$ cat config.mk
export PLATFORM = sky130hd
export DESIGN_NAME = mshr_refill_flat
export DESIGN_NICKNAME = d
export VERILOG_FILES = /design/src/rtl/mshr_refill_if.sv /design/src/rtl/mshr_refill.sv /design/src/flat_wrapper.sv
export SDC_FILE = /design/constraint.sdc
export NUM_CORES = 1
export LEC_CHECK = 0
export CAP_MARGIN = 0
export CORE_UTILIZATION = 45
export CTS_BUF_LIST = sky130_fd_sc_hd__clkbuf_4
export CTS_CLUSTER_DIAMETER = 40
export DETAILED_ROUTE_END_ITERATION = 8
export GPL_ROUTABILITY_DRIVEN = 0
export GPL_TIMING_DRIVEN = 0
export HOLD_SLACK_MARGIN = 0.1
export PLACE_DENSITY_LB_ADDON = 0.25
export SLEW_MARGIN = 15
export SYNTH_ARGS = -nofsm -noshare
export SYNTH_HDL_FRONTEND = slang
export SYNTH_SLANG_ARGS = --single-unit
export TNS_END_PERCENT = 100
$ cat constraint.sdc
create_clock -name clk -period 2.9 [get_ports clk]
set_clock_uncertainty 0.1 [all_clocks]
set_input_delay 0.435 -clock clk [delete_from_list [all_inputs] [get_ports clk]]
set_output_delay 0.435 -clock clk [all_outputs]
set_load 0.01 [all_outputs]
$ cat src/rtl/mshr_refill_if.sv
// mshr_refill_if: cache-controller and memory handshake bundle for the refill engine
interface mshr_refill_if #(
    parameter int ADR_WIDTH     = 32,
    parameter int DATA_WIDTH    = 32,
    parameter int DATAMEM_WIDTH = 128
);
    logic                     req_cc2mshr;
    logic [ADR_WIDTH-1:0]     adr_cc2mshr;
    logic                     busy_mshr2cc;
    logic                     crit_vld_mshr2cc;
    logic [DATA_WIDTH-1:0]    crit_dat_mshr2cc;
    logic                     ack_mshr2cc;
    logic [DATAMEM_WIDTH-1:0] dat_mshr2cc;
    logic                     req_mshr2mem;
    logic [ADR_WIDTH-1:0]     adr_mshr2mem;
    logic                     ack_mem2mshr;
    logic [DATA_WIDTH-1:0]    dat_mem2mshr;
    modport master (
        output req_cc2mshr, adr_cc2mshr, ack_mem2mshr, dat_mem2mshr,
        input  busy_mshr2cc, crit_vld_mshr2cc, crit_dat_mshr2cc, ack_mshr2cc, dat_mshr2cc,
               req_mshr2mem, adr_mshr2mem
    );
    modport slave (
        input  req_cc2mshr, adr_cc2mshr, ack_mem2mshr, dat_mem2mshr,
        output busy_mshr2cc, crit_vld_mshr2cc, crit_dat_mshr2cc, ack_mshr2cc, dat_mshr2cc,
               req_mshr2mem, adr_mshr2mem
    );
endinterface

$ cat src/rtl/mshr_refill.sv
// mshr_refill: single-entry miss refill engine with early critical-word forwarding.
// Define MSHR_CRIT_WORD_FIRST_EN to fetch critical word first (wrapping); default fetches in order.
module mshr_refill #(
    parameter int ADR_WIDTH     = 32,
    parameter int DATA_WIDTH    = 32,
    parameter int WORD_OFFSET   = 2,
    parameter int DATAMEM_WIDTH = 128
) (
    input logic        clk,
    input logic        rst,
    mshr_refill_if.slave bus
);
    localparam int BO = $clog2(DATA_WIDTH / 8);
    localparam int TW = ADR_WIDTH - WORD_OFFSET - BO;
    typedef enum logic [1:0] {IDLE, FETCH, DONE} state_t;
    state_t                   state;
    logic [TW-1:0]            tag;
    logic [WORD_OFFSET-1:0]   widx, crit_idx, cnt, start_idx;
    logic [DATAMEM_WIDTH-1:0] line;
`ifdef MSHR_CRIT_WORD_FIRST_EN
    assign start_idx = bus.adr_cc2mshr[BO +: WORD_OFFSET];
`else
    assign start_idx = '0;
`endif
    assign bus.adr_mshr2mem = {tag, widx, {BO{1'b0}}};
    assign bus.dat_mshr2cc  = line;
    always_ff @(posedge clk or negedge rst) begin
        if (!rst) begin
            state                <= IDLE;
            tag                  <= '0;
            widx                 <= '0;
            crit_idx             <= '0;
            cnt                  <= '0;
            line                 <= '0;
            bus.busy_mshr2cc     <= 1'b0;
            bus.crit_vld_mshr2cc <= 1'b0;
            bus.crit_dat_mshr2cc <= '0;
            bus.ack_mshr2cc      <= 1'b0;
            bus.req_mshr2mem     <= 1'b0;
        end else begin
            bus.crit_vld_mshr2cc <= 1'b0;
            bus.ack_mshr2cc      <= 1'b0;
            case (state)
                IDLE: if (bus.req_cc2mshr) begin
                    tag              <= bus.adr_cc2mshr[ADR_WIDTH-1 -: TW];
                    crit_idx         <= bus.adr_cc2mshr[BO +: WORD_OFFSET];
                    widx             <= start_idx;
                    cnt              <= '0;
                    bus.req_mshr2mem <= 1'b1;
                    bus.busy_mshr2cc <= 1'b1;
                    state            <= FETCH;
                end
                FETCH: if (bus.ack_mem2mshr) begin
                    line[widx*DATA_WIDTH +: DATA_WIDTH] <= bus.dat_mem2mshr;
                    if (widx == crit_idx) begin
                        bus.crit_dat_mshr2cc <= bus.dat_mem2mshr;
                        bus.crit_vld_mshr2cc <= 1'b1;
                    end
                    widx <= widx + 1'b1;
                    cnt  <= cnt + 1'b1;
                    // last word of the line: close the burst and raise completion
                    if (cnt == '1) begin
                        bus.req_mshr2mem <= 1'b0;
                        bus.ack_mshr2cc  <= 1'b1;
                        state            <= DONE;
                    end
                end
                DONE: begin
                    bus.busy_mshr2cc <= 1'b0;
                    state            <= IDLE;
                end
                default: state <= IDLE;
            endcase
        end
    end
endmodule

$ cat src/flat_wrapper.sv
// flat-port wrapper written by rule: the top's interface ports become plain ports
module mshr_refill_flat 
#(
    parameter int ADR_WIDTH     = 32,
    parameter int DATA_WIDTH    = 32,
    parameter int WORD_OFFSET   = 2,
    parameter int DATAMEM_WIDTH = 128
)
  (clk, rst, bus_req_cc2mshr, bus_adr_cc2mshr, bus_ack_mem2mshr, bus_dat_mem2mshr, bus_busy_mshr2cc, bus_crit_vld_mshr2cc, bus_crit_dat_mshr2cc, bus_ack_mshr2cc, bus_dat_mshr2cc, bus_req_mshr2mem, bus_adr_mshr2mem);
  mshr_refill_if #(.ADR_WIDTH(ADR_WIDTH), .DATA_WIDTH(DATA_WIDTH), .DATAMEM_WIDTH(DATAMEM_WIDTH)) bus_i ();
  input logic clk;
  input logic rst;
  input wire logic [$bits(bus_i.req_cc2mshr)-1:0] bus_req_cc2mshr;
  input wire logic [$bits(bus_i.adr_cc2mshr)-1:0] bus_adr_cc2mshr;
  input wire logic [$bits(bus_i.ack_mem2mshr)-1:0] bus_ack_mem2mshr;
  input wire logic [$bits(bus_i.dat_mem2mshr)-1:0] bus_dat_mem2mshr;
  output wire logic [$bits(bus_i.busy_mshr2cc)-1:0] bus_busy_mshr2cc;
  output wire logic [$bits(bus_i.crit_vld_mshr2cc)-1:0] bus_crit_vld_mshr2cc;
  output wire logic [$bits(bus_i.crit_dat_mshr2cc)-1:0] bus_crit_dat_mshr2cc;
  output wire logic [$bits(bus_i.ack_mshr2cc)-1:0] bus_ack_mshr2cc;
  output wire logic [$bits(bus_i.dat_mshr2cc)-1:0] bus_dat_mshr2cc;
  output wire logic [$bits(bus_i.req_mshr2mem)-1:0] bus_req_mshr2mem;
  output wire logic [$bits(bus_i.adr_mshr2mem)-1:0] bus_adr_mshr2mem;
  assign bus_i.req_cc2mshr = bus_req_cc2mshr;
  assign bus_i.adr_cc2mshr = bus_adr_cc2mshr;
  assign bus_i.ack_mem2mshr = bus_ack_mem2mshr;
  assign bus_i.dat_mem2mshr = bus_dat_mem2mshr;
  assign bus_busy_mshr2cc = bus_i.busy_mshr2cc;
  assign bus_crit_vld_mshr2cc = bus_i.crit_vld_mshr2cc;
  assign bus_crit_dat_mshr2cc = bus_i.crit_dat_mshr2cc;
  assign bus_ack_mshr2cc = bus_i.ack_mshr2cc;
  assign bus_dat_mshr2cc = bus_i.dat_mshr2cc;
  assign bus_req_mshr2mem = bus_i.req_mshr2mem;
  assign bus_adr_mshr2mem = bus_i.adr_mshr2mem;
  mshr_refill #(.ADR_WIDTH(ADR_WIDTH), .DATA_WIDTH(DATA_WIDTH), .WORD_OFFSET(WORD_OFFSET), .DATAMEM_WIDTH(DATAMEM_WIDTH)) u_core (.clk(clk), .rst(rst), .bus(bus_i));
endmodule
==> metrics.txt, run 1 <==
# TYPE chip_impl_metric gauge
chip_impl_metric{name="core.rowCount",unit=""} 48
chip_impl_metric{name="cts_buffer_count",unit=""} 17
chip_impl_metric{name="post_synth_instance_area",unit="µm²"} 7930
chip_impl_info{name="synth_top_cells_by_area",value="sky130_fd_sc_hd__dfrtp_1, sky130_fd_sc_hd__nand2_1, sky130_fd_sc_hd__mux2_2, sky130_fd_sc_hd__o21ai_0, sky130_fd_sc_hd__clkbuf_1"} 1
chip_impl_metric{name="power.net_switching",unit="mW"} 4.53
chip_impl_metric{name="total_leakage_power",unit="nW"} 4.68
chip_impl_metric{name="fin_area",unit="µm²"} 11200
chip_impl_metric{name="timing.max_slew.rel_slack",unit="%"} 50.4
chip_impl_metric{name="worstSkewPairLatency",unit="ns"} 0.58
chip_impl_metric{name="final-setup-viol-count",unit=""} 0
chip_impl_metric{name="final_hpwl_from_detailed_placement",unit="µm"} 15500
chip_impl_metric{name="finalMaxSlewViolations",unit=""} 0
chip_impl_metric{name="drc_errors",unit=""} 0
chip_impl_metric{name="hold_viol",unit=""} 0
chip_impl_metric{name="multiInputGateArea",unit="µm²"} 2690
chip_impl_metric{name="initial_antenna_violation_count",unit=""} 1
chip_impl_metric{name="numPlacedInstances",unit=""} 1226
chip_impl_metric{name="avgSynthCellArea",unit="µm²"} 10.7
chip_impl_metric{name="final_cell_count_no_fill",unit=""} 1261
chip_impl_metric{name="clkSinkCount",unit=""} 200
chip_impl_metric{name="timing.reg2reg.worst_path_depth",unit=""} 7
chip_impl_metric{name="critical_path_peak_fanout",unit=""} 10
chip_impl_metric{name="h_tree_levels",unit=""} 4
chip_impl_info{name="setup.worst_path.class",value="reg2reg"} 1
chip_impl_metric{name="detailedRoute.firstPassIterationCount",unit=""} 4
chip_impl_metric{name="area_delta_synth_final",unit="%"} 41.4
chip_impl_metric{name="switching_share",unit="%"} 36.2
chip_impl_metric{name="largest_net_degree_at_the_start_of_global_routing",unit=""} 92
chip_impl_metric{name="post_dp_cell_area",unit="µm²"} 10900
chip_impl_metric{name="grtUsageTotal",unit="%"} 25.2
chip_impl_info{name="worstReg2RegEnd",value="u_core.bus.dat_mshr2cc[23]"} 1
chip_impl_metric{name="antenna_violating_nets_post_route",unit=""} 0
chip_impl_metric{name="routed_wl",unit="µm"} 21900
chip_impl_metric{name="synth.ff_latch_count",unit=""} 200
chip_impl_metric{name="ffs_w_async_s_r_synth",unit="%"} 100
chip_impl_info{name="tritoncts_clock_tree",value="done"} 1
chip_impl_metric{name="layout_cell_share_with_drive_strength_beyond_1",unit="%"} 11.8
chip_impl_metric{name="number_of_enable_type_register_cells_in_the_synthesized_netlist",unit=""} 0
chip_impl_metric{name="pwr_density_cell",unit="nW/µm²"} 1120
chip_impl_metric{name="fin_nets",unit=""} 1096
chip_impl_metric{name="clkTransAtPathRegs",unit="ns"} 0.17
chip_impl_metric{name="route.vias.total",unit=""} 6398
chip_impl_info{name="ctsRootBufferMaster",value="sky130_fd_sc_hd__clkbuf_4"} 1
chip_impl_info{name="worst_setup_path_start_kind",value="flop"} 1
chip_impl_metric{name="power_frac_seq",unit="%"} 38.1
chip_impl_metric{name="yosys.area.top_type_share",unit="%"} 63.1
chip_impl_metric{name="fill_cells",unit=""} 1442
chip_impl_metric{name="clock_power_share",unit="%"} 13.0
chip_impl_metric{name="r2r_setup_slack",unit="ns"} 0.34
chip_impl_info{name="grt_setup_unrepaired",value="false"} 1
chip_impl_metric{name="vdd_drop_max",unit="V"} 0.000525
chip_impl_metric{name="worst-slew-pin-transition",unit="ns"} 0.742
chip_impl_metric{name="wire_length_of_the_first_global_routing_pass",unit="µm"} 34700
chip_impl_info{name="critical_path.reg2reg.startpoint",value="u_core.widx[0]"} 1
chip_impl_metric{name="combinationalPowerShare",unit="%"} 48.9
chip_impl_metric{name="die-width",unit="µm"} 135
chip_impl_info{name="synth_top_cell_by_area",value="sky130_fd_sc_hd__dfrtp_1"} 1
chip_impl_metric{name="core_region_area",unit="µm²"} 17200
chip_impl_metric{name="syn-instance-count",unit=""} 740
chip_impl_metric{name="worst-endpoint-arrival",unit="ns"} 2.92
chip_impl_metric{name="internal-power",unit="mW"} 7.97
chip_impl_metric{name="initial_standard_cell_utilization_of_the_core",unit="%"} 46.0
chip_impl_metric{name="chipHeight",unit="µm"} 135
chip_impl_metric{name="netlist-cell-type-count",unit=""} 29
chip_impl_metric{name="finalCritPeriodShare",unit="%"} 88.4
chip_impl_metric{name="post-route-min-period",unit="ns"} 2.56
chip_impl_metric{name="post_drt_via_cell_ratio",unit=""} 5.07
chip_impl_metric{name="critPathRequiredTime",unit="ns"} 3.26
chip_impl_metric{name="first_drt_iteration_drcs",unit=""} 417
chip_impl_info{name="cp-end-kind",value="flop"} 1
chip_impl_metric{name="die_area",unit="µm²"} 18200
chip_impl_metric{name="via_count_of_the_first_global_routing_pass",unit=""} 6425
chip_impl_info{name="run_status",value="finished, final reports clean"} 1
chip_impl_metric{name="final.hold.worst_slack",unit="ns"} 0.143
chip_impl_metric{name="port_buffers",unit=""} 258
chip_impl_metric{name="detail_route.wl_per_cell",unit="µm"} 17.4
chip_impl_metric{name="top_level_ports",unit=""} 264
chip_impl_metric{name="layout.area.seq",unit="µm²"} 5000
chip_impl_metric{name="maxCapViolCount",unit=""} 0
chip_impl_info{name="synth_ff_type",value="sky130_fd_sc_hd__dfrtp_1"} 1
chip_impl_metric{name="max_clock_freq",unit="GHz"} 0.390
chip_impl_metric{name="yosys_warnings",unit=""} 0
chip_impl_metric{name="power",unit="mW"} 12.5
chip_impl_metric{name="yosysSeqAreaShare",unit="%"} 63.1
chip_impl_metric{name="ctsLongestPathBuffers",unit=""} 2
chip_impl_metric{name="global_route.overflow_total",unit=""} 0
chip_impl_info{name="holdCritPathClass",value="in2async"} 1
-- cells in the mapped netlist (4+ instances only) --
cell                         n
sky130_fd_sc_hd__nand2_1   256
sky130_fd_sc_hd__dfrtp_1   200
sky130_fd_sc_hd__o21ai_0   121
sky130_fd_sc_hd__mux2_2     60
sky130_fd_sc_hd__clkbuf_1   28
sky130_fd_sc_hd__buf_2      12
sky130_fd_sc_hd__o21ai_1    10
sky130_fd_sc_hd__ha_1        6
sky130_fd_sc_hd__inv_1       6
sky130_fd_sc_hd__a21oi_1     4
sky130_fd_sc_hd__a22o_1      4
sky130_fd_sc_hd__buf_4       4
sky130_fd_sc_hd__nand4b_1    4
-- registers in the layout, indices dropped and copies added (netlist names) --
register	count
u_core.bus.ack_mshr2cc	1
u_core.bus.busy_mshr2cc	1
u_core.bus.crit_dat_mshr2cc	32
u_core.bus.crit_vld_mshr2cc	1
u_core.bus.dat_mshr2cc	128
u_core.bus.req_mshr2mem	1
u_core.cnt	2
u_core.crit_idx	2
u_core.state	2
u_core.tag	28
u_core.widx	2
-- through the flow --
stage / worst slack [ns] / setup TNS (ns) / util, %
2_1_floorplan: 0.834 / 0 / -
3_3_place_gp: -7.17 / -1430.46 / 62.6
3_5_place_dp: 0.140 / 0 / 63.0
4_1_cts: 0.118 / 0 / 64.9
5_1_grt: 0.112 / 0 / 65.0
6_report: 0.336 / 0 / 65.0
-- how the worst max path moves through the flow --
stage | startpoint | to | slack (ns) | cells after the start
floorplan | u_core.widx[0] | u_core.bus.dat_mshr2cc[96] | 0.83 | 6
global placement | rst | u_core.tag[19] | -7.17 | 1
detailed placement | u_core.widx[0] | u_core.bus.dat_mshr2cc[100] | 0.14 | 7
CTS | u_core.widx[0] | u_core.bus.dat_mshr2cc[100] | 0.12 | 7
global route | u_core.widx[0] | u_core.bus.dat_mshr2cc[17] | 0.11 | 7
finish | u_core.widx[0] | u_core.bus.dat_mshr2cc[23] | 0.34 | 7
-- what timing repair did --
| item | 4_1_cts | 5_1_grt |
|---|---|---|
| resized for setup | 0 | 3 |
| hold buffers | 2 | 0 |
| hold endpoints to repair | 204 | 0 |
| setup endpoints to repair | 0 | 20 |
| setup buffers | 0 | 0 |
-- worst max-delay path, cell delays in order, from the launching register on --
cell and delay (ns):
sky130_fd_sc_hd__dfrtp_1 0.44, sky130_fd_sc_hd__buf_4 0.19, sky130_fd_sc_hd__inv_1 0.10, sky130_fd_sc_hd__ha_1 0.36, sky130_fd_sc_hd__nand4b_1 0.58, sky130_fd_sc_hd__clkbuf_1 0.44, sky130_fd_sc_hd__nand2_1 0.14, sky130_fd_sc_hd__o21ai_0 0.08
-- metal layers --
layer | vias up | GRT usage (%) | routed length (µm) | part of all wire [%]
met5 | - | 0 | 0 | 0
met4 | 0 | 6.43 | 214 | 0.98
met3 | 16 | 6.76 | 1720 | 7.9
met2 | 259 | 41.7 | 10500 | 48
met1 | 3113 | 33.0 | 9420 | 43
li1 | 3010 | - | - | -
-- power by group through the flow --
stage,Combinational [mW],Sequential [mW],Clock [mW]
after floorplan,2.09,5.36,0
after global placement,6.04,4.78,0
after detailed placement,6.15,4.83,0
after CTS,6.17,4.77,1.66
after global routing,6.64,4.93,1.76
final,6.12,4.76,1.62
-- final cells by class --
class | instances | area share (%)
clock inverter | 12 | 1.47
inverter | 6 | 0.201
clock buffer | 20 | 1.34
multi-input combinational | 488 | 24.0
buffer | 47 | 2.05
tap | 225 | 2.51
timing repair buffer | 262 | 23.7
antenna | 1 | 0.0223
sequential | 200 | 44.6
-- cells by family (layout without fill, tap and decap cells) --
logic type      count (synthesis)  in the layout  synth area share (%)
simple gates                  276            276                  14.7
flops                         200            200                  63.1
compound gates                140            140                  9.04
mux                            62             62                  8.80
buf+inv                        53            347                  3.17
fa+ha+maj                       6              6                 0.947
xor+xnor                        2              2                 0.221
other cells                     1              3                0.0473
-- layout by cell type, fill, tap and decap left out, types with 3 or more instances in the layout --
master and count:
sky130_fd_sc_hd__nor2_1 3, sky130_fd_sc_hd__a21oi_1 4, sky130_fd_sc_hd__clkbuf_4 20, sky130_fd_sc_hd__bufinv_16 3, sky130_fd_sc_hd__inv_1 6, sky130_fd_sc_hd__nand4b_1 4
sky130_fd_sc_hd__buf_2 12, sky130_fd_sc_hd__a22o_1 4, sky130_fd_sc_hd__dfrtp_1 200, sky130_fd_sc_hd__clkbuf_1 27, sky130_fd_sc_hd__mux2_2 60, sky130_fd_sc_hd__nand2_1 256
sky130_fd_sc_hd__inv_6 3, sky130_fd_sc_hd__o21ai_0 121, sky130_fd_sc_hd__buf_4 4, sky130_fd_sc_hd__clkdlybuf4s50_1 257, sky130_fd_sc_hd__ha_1 6, sky130_fd_sc_hd__nor3b_2 3
sky130_fd_sc_hd__nand3b_1 3, sky130_fd_sc_hd__buf_6 3, sky130_fd_sc_hd__o21ai_1 10
Note: power is estimated with default switching activity, not from simulation.
==> run 2, diff against run 1 <==
--- a/config.mk
+++ b/config.mk
@@ -5,6 +5,7 @@
 export SDC_FILE = /design/constraint.sdc
 export NUM_CORES = 1
 export LEC_CHECK = 0
+export ABC_CLOCK_PERIOD_IN_PS = 2900
 export CAP_MARGIN = 0
 export CORE_UTILIZATION = 45
 export CTS_BUF_LIST = sky130_fd_sc_hd__clkbuf_4
==> results of run 2 <==
Final layout, timing and power as in run 1 (identical DEF).
==> run 3, diff against run 2 <==
--- a/config.mk
+++ b/config.mk
@@ -5,6 +5,7 @@
 export SDC_FILE = /design/constraint.sdc
 export NUM_CORES = 1
 export LEC_CHECK = 0
+export ABC_AREA = 1
 export ABC_CLOCK_PERIOD_IN_PS = 2900
 export CAP_MARGIN = 0
 export CORE_UTILIZATION = 45
@@ -14,7 +15,7 @@
 export GPL_ROUTABILITY_DRIVEN = 0
 export GPL_TIMING_DRIVEN = 0
 export HOLD_SLACK_MARGIN = 0.1
-export PLACE_DENSITY_LB_ADDON = 0.25
+export PLACE_DENSITY = 0.78
 export SLEW_MARGIN = 15
 export SYNTH_ARGS = -nofsm -noshare
 export SYNTH_HDL_FRONTEND = slang
==> metrics.txt, run 3 <==
# TYPE chip_impl_metric gauge
chip_impl_info{name="run_status",value="finished, final reports clean"} 1
chip_impl_metric{name="yosysSeqAreaShare",unit="%"} 58.7
chip_impl_metric{name="initial_standard_cell_utilization_of_the_core",unit="%"} 46.7
chip_impl_metric{name="total_leakage_power",unit="nW"} 6.03
chip_impl_metric{name="power.net_switching",unit="mW"} 5.29
chip_impl_info{name="worst_setup_path_start_kind",value="flop"} 1
chip_impl_metric{name="route.vias.total",unit=""} 7841
chip_impl_info{name="synthTopCellsByCount",value="sky130_fd_sc_hd__nand2_1, sky130_fd_sc_hd__dfrtp_1, sky130_fd_sc_hd__nand3_1"} 1
chip_impl_metric{name="yosys_warnings",unit=""} 0
chip_impl_metric{name="power",unit="mW"} 13.1
chip_impl_info{name="layout.cells.most_common",value="sky130_fd_sc_hd__nand2_1"} 1
chip_impl_metric{name="finalMaxSlewViolations",unit=""} 0
chip_impl_metric{name="pwr_density_cell",unit="nW/µm²"} 1100
chip_impl_metric{name="netlist-cell-type-count",unit=""} 24
chip_impl_metric{name="final_hpwl_from_detailed_placement",unit="µm"} 19800
chip_impl_metric{name="critical_path_peak_fanout",unit=""} 12
chip_impl_metric{name="worst-slew-pin-transition",unit="ns"} 0.537
chip_impl_metric{name="critical_path_max_stage_delay",unit="ns"} 0.44
chip_impl_metric{name="syn-instance-count",unit=""} 1020
chip_impl_info{name="synth_ff_type",value="sky130_fd_sc_hd__dfrtp_1"} 1
chip_impl_metric{name="first_drt_iteration_drcs",unit=""} 470
chip_impl_info{name="synth_top_cells_by_area",value="sky130_fd_sc_hd__dfrtp_1, sky130_fd_sc_hd__nand2_1, sky130_fd_sc_hd__nand3_1, sky130_fd_sc_hd__buf_2, sky130_fd_sc_hd__inv_1"} 1
chip_impl_metric{name="clkTransAtPathRegs",unit="ns"} 0.17
chip_impl_metric{name="core_region_area",unit="µm²"} 18300
chip_impl_metric{name="fin_nets",unit=""} 1376
chip_impl_metric{name="port_buffers",unit=""} 259
chip_impl_metric{name="ctsLongestPathBuffers",unit=""} 2
chip_impl_metric{name="global_route.overflow_total",unit=""} 0
chip_impl_metric{name="detailedRoute.firstPassIterationCount",unit=""} 5
chip_impl_metric{name="cts.repair_timing.setup_buffer_count",unit=""} 0
chip_impl_metric{name="internal-power",unit="mW"} 7.76
chip_impl_metric{name="numPlacedInstances",unit=""} 1511
chip_impl_metric{name="yosys.area.top_type_share",unit="%"} 58.7
chip_impl_info{name="critical-path-top-cell-by-count",value="sky130_fd_sc_hd__buf_2"} 1
chip_impl_metric{name="grtUsageTotal",unit="%"} 27.7
chip_impl_metric{name="timing.max_slew.rel_slack",unit="%"} 64.2
chip_impl_metric{name="cts_buffer_count",unit=""} 17
chip_impl_metric{name="fill_cells",unit=""} 1599
chip_impl_metric{name="power_frac_seq",unit="%"} 36.3
chip_impl_info{name="cp-end-kind",value="flop"} 1
chip_impl_metric{name="max_clock_freq",unit="GHz"} 0.386
chip_impl_metric{name="top_level_ports",unit=""} 264
chip_impl_info{name="ctsRootBufferMaster",value="sky130_fd_sc_hd__clkbuf_4"} 1
chip_impl_info{name="tritoncts_clock_tree",value="done"} 1
chip_impl_metric{name="via_count_of_the_first_global_routing_pass",unit=""} 7770
chip_impl_metric{name="clock_power_share",unit="%"} 13.9
chip_impl_metric{name="final_core_utilization",unit="%"} 64.8
chip_impl_metric{name="worstSkewPairLatency",unit="ns"} 0.60
chip_impl_metric{name="ffs_w_async_s_r_synth",unit="%"} 100
chip_impl_info{name="yosys.cell_count.top_type",value="sky130_fd_sc_hd__nand2_1"} 1
chip_impl_metric{name="detail_route.wl_per_cell",unit="µm"} 16.9
chip_impl_metric{name="critical_path_buf_inv_count",unit=""} 6
chip_impl_metric{name="core.rowCount",unit=""} 49
chip_impl_info{name="grt_setup_unrepaired",value="false"} 1
chip_impl_metric{name="worst-endpoint-arrival",unit="ns"} 3.03
chip_impl_metric{name="final_critical_path_setup_slack",unit="ns"} 0.311
chip_impl_metric{name="avgSynthCellArea",unit="µm²"} 8.36
chip_impl_metric{name="finalCritPeriodShare",unit="%"} 89.3
chip_impl_metric{name="number_of_enable_type_register_cells_in_the_synthesized_netlist",unit=""} 0
chip_impl_metric{name="post-route-min-period",unit="ns"} 2.59
chip_impl_info{name="worstPathCellList",value="buf_2 -> inv_2 -> clkbuf_2 -> ha_1 -> buf_2 -> inv_2 -> nor3_2 -> buf_2 -> nand2_1 -> o21ai_1"} 1
chip_impl_metric{name="combinationalPowerShare",unit="%"} 49.8
chip_impl_metric{name="vdd_drop_max",unit="V"} 0.000515
chip_impl_metric{name="final.hold.worst_slack",unit="ns"} 0.128
chip_impl_metric{name="die_area",unit="µm²"} 19500
chip_impl_info{name="holdCritPathClass",value="in2async"} 1
chip_impl_metric{name="antenna_violating_nets_post_route",unit=""} 0
chip_impl_metric{name="critPathRequiredTime",unit="ns"} 3.34
chip_impl_metric{name="routed_wl",unit="µm"} 26100
chip_impl_info{name="worst_path_dominant_cell_family",value="buffers and inverters"} 1
chip_impl_metric{name="post_synth_instance_area",unit="µm²"} 8520
chip_impl_metric{name="wire_length_of_the_first_global_routing_pass",unit="µm"} 41400
chip_impl_metric{name="pre_cts_slack",unit="ns"} 0.128
chip_impl_metric{name="max_reg_flops",unit=""} 128
chip_impl_metric{name="layout_cell_share_with_drive_strength_beyond_1",unit="%"} 7.45
chip_impl_metric{name="initial_antenna_violation_count",unit=""} 1
chip_impl_metric{name="drc_errors",unit=""} 0
chip_impl_metric{name="clkSinkCount",unit=""} 200
chip_impl_metric{name="switching_share",unit="%"} 40.5
chip_impl_info{name="setup.worst_path.class",value="reg2reg"} 1
chip_impl_info{name="layout.cells.most_common_list",value="sky130_fd_sc_hd__nand2_1, sky130_fd_sc_hd__clkdlybuf4s50_1, sky130_fd_sc_hd__dfrtp_1"} 1
chip_impl_metric{name="hold_viol",unit=""} 0
chip_impl_metric{name="post_drt_via_cell_ratio",unit=""} 5.08
chip_impl_metric{name="final-setup-viol-count",unit=""} 0
chip_impl_info{name="worst_path_max_delay_cell",value="sky130_fd_sc_hd__dfrtp_1"} 1
chip_impl_metric{name="h_tree_levels",unit=""} 4
chip_impl_metric{name="chipHeight",unit="µm"} 140
chip_impl_info{name="synth_top_cell_by_area",value="sky130_fd_sc_hd__dfrtp_1"} 1
chip_impl_metric{name="largest_net_degree_at_the_start_of_global_routing",unit=""} 96
chip_impl_metric{name="die-width",unit="µm"} 140
chip_impl_metric{name="maxCapViolCount",unit=""} 0
chip_impl_metric{name="final_cell_count_no_fill",unit=""} 1545
chip_impl_metric{name="area_delta_synth_final",unit="%"} 38.9
chip_impl_metric{name="synth.ff_latch_count",unit=""} 200
run 3: per-layer routing:
| metal | vias to the layer above | GRT usage [%] | share of wire (%) |
|---|---|---|---|
| met5 | - | 0 | 0 |
| met4 | 0 | 11.3 | 3.1 |
| met3 | 47 | 7.30 | 7.9 |
| met2 | 320 | 46.6 | 48 |
| met1 | 3741 | 33.8 | 41 |
| li1 | 3733 | - | - |
run 3: path summary, 6_finish.rpt:
path	slack, ns	from	endpoint	depth (start not counted)
max	0.31	u_core.widx[0]	u_core.bus.dat_mshr2cc[22]	10
max in group asynchronous	1.82	rst	u_core.bus.crit_dat_mshr2cc[6]	3
min	0.13	rst	u_core.bus.dat_mshr2cc[122]	2
max reg2reg	0.31	u_core.widx[0]	u_core.bus.dat_mshr2cc[22]	10
min in group clk	0.26	bus_adr_cc2mshr[6]	u_core.tag[2]	3
min reg2reg	0.39	u_core.bus.dat_mshr2cc[69]	u_core.bus.dat_mshr2cc[69]	2
run 3: layout make-up:
cell class	instances	area [µm²]	share of cell area (%)
clock buffer	17	128	1.08
inverter	50	188	1.58
clock inverter	15	235	1.99
buffer	63	324	2.74
tap	229	287	2.42
timing repair buffer	262	2660	22.5
sequential	200	5000	42.3
multi-input combinational	708	3010	25.4
antenna	1	2.50	0.0211
run 3: cells by family (layout without fill, tap and decap cells):
family | count (synthesis) | after routing | share of synthesized area, %
AND/OR/NAND/NOR | 660 | 660 | 32.0
other | 1 | 3 | 0.0440
flip-flops | 200 | 200 | 58.7
adder cells (fa/ha/maj) | 6 | 6 | 0.881
buffers and inverters | 113 | 407 | 5.99
AO/OA/AOI/OAI | 40 | 40 | 2.38
run 3: repair_timing:
item                                    in CTS  in global routing
hold buffers                                 1                  0
gates resized for setup                      0                  2
hold endpoints to repair                   200                  0
endpoints found under the setup margin       0                 34
run 3: power by group through the flow:
stage | combinational, mW | clock, mW | sequential, mW
detailed placement | 6.51 | 0 | 4.78
CTS | 6.54 | 1.84 | 4.74
finish | 6.50 | 1.82 | 4.74
global route | 7.11 | 1.95 | 4.88
floorplan | 2.51 | 0 | 5.21
global placement | 6.36 | 0 | 4.76
run 3: through the flow:
step	setup TNS, ns	area (µm²)
6_report	0	11800
5_1_grt	0	11800
3_3_place_gp	-1395.99	11400
4_1_cts	0	11800
3_5_place_dp	0	11500
2_1_floorplan	0	8530
run 3: worst register-to-register path: cells and delay by family, from the launching register on:
family	cells	cell delay (ns)
buffers and inverters	6	1.19
AND/OR/NAND/NOR	2	0.49
flip-flops	1	0.44
adder cells (fa/ha/maj)	1	0.18
AO/OA/AOI/OAI	1	0.13
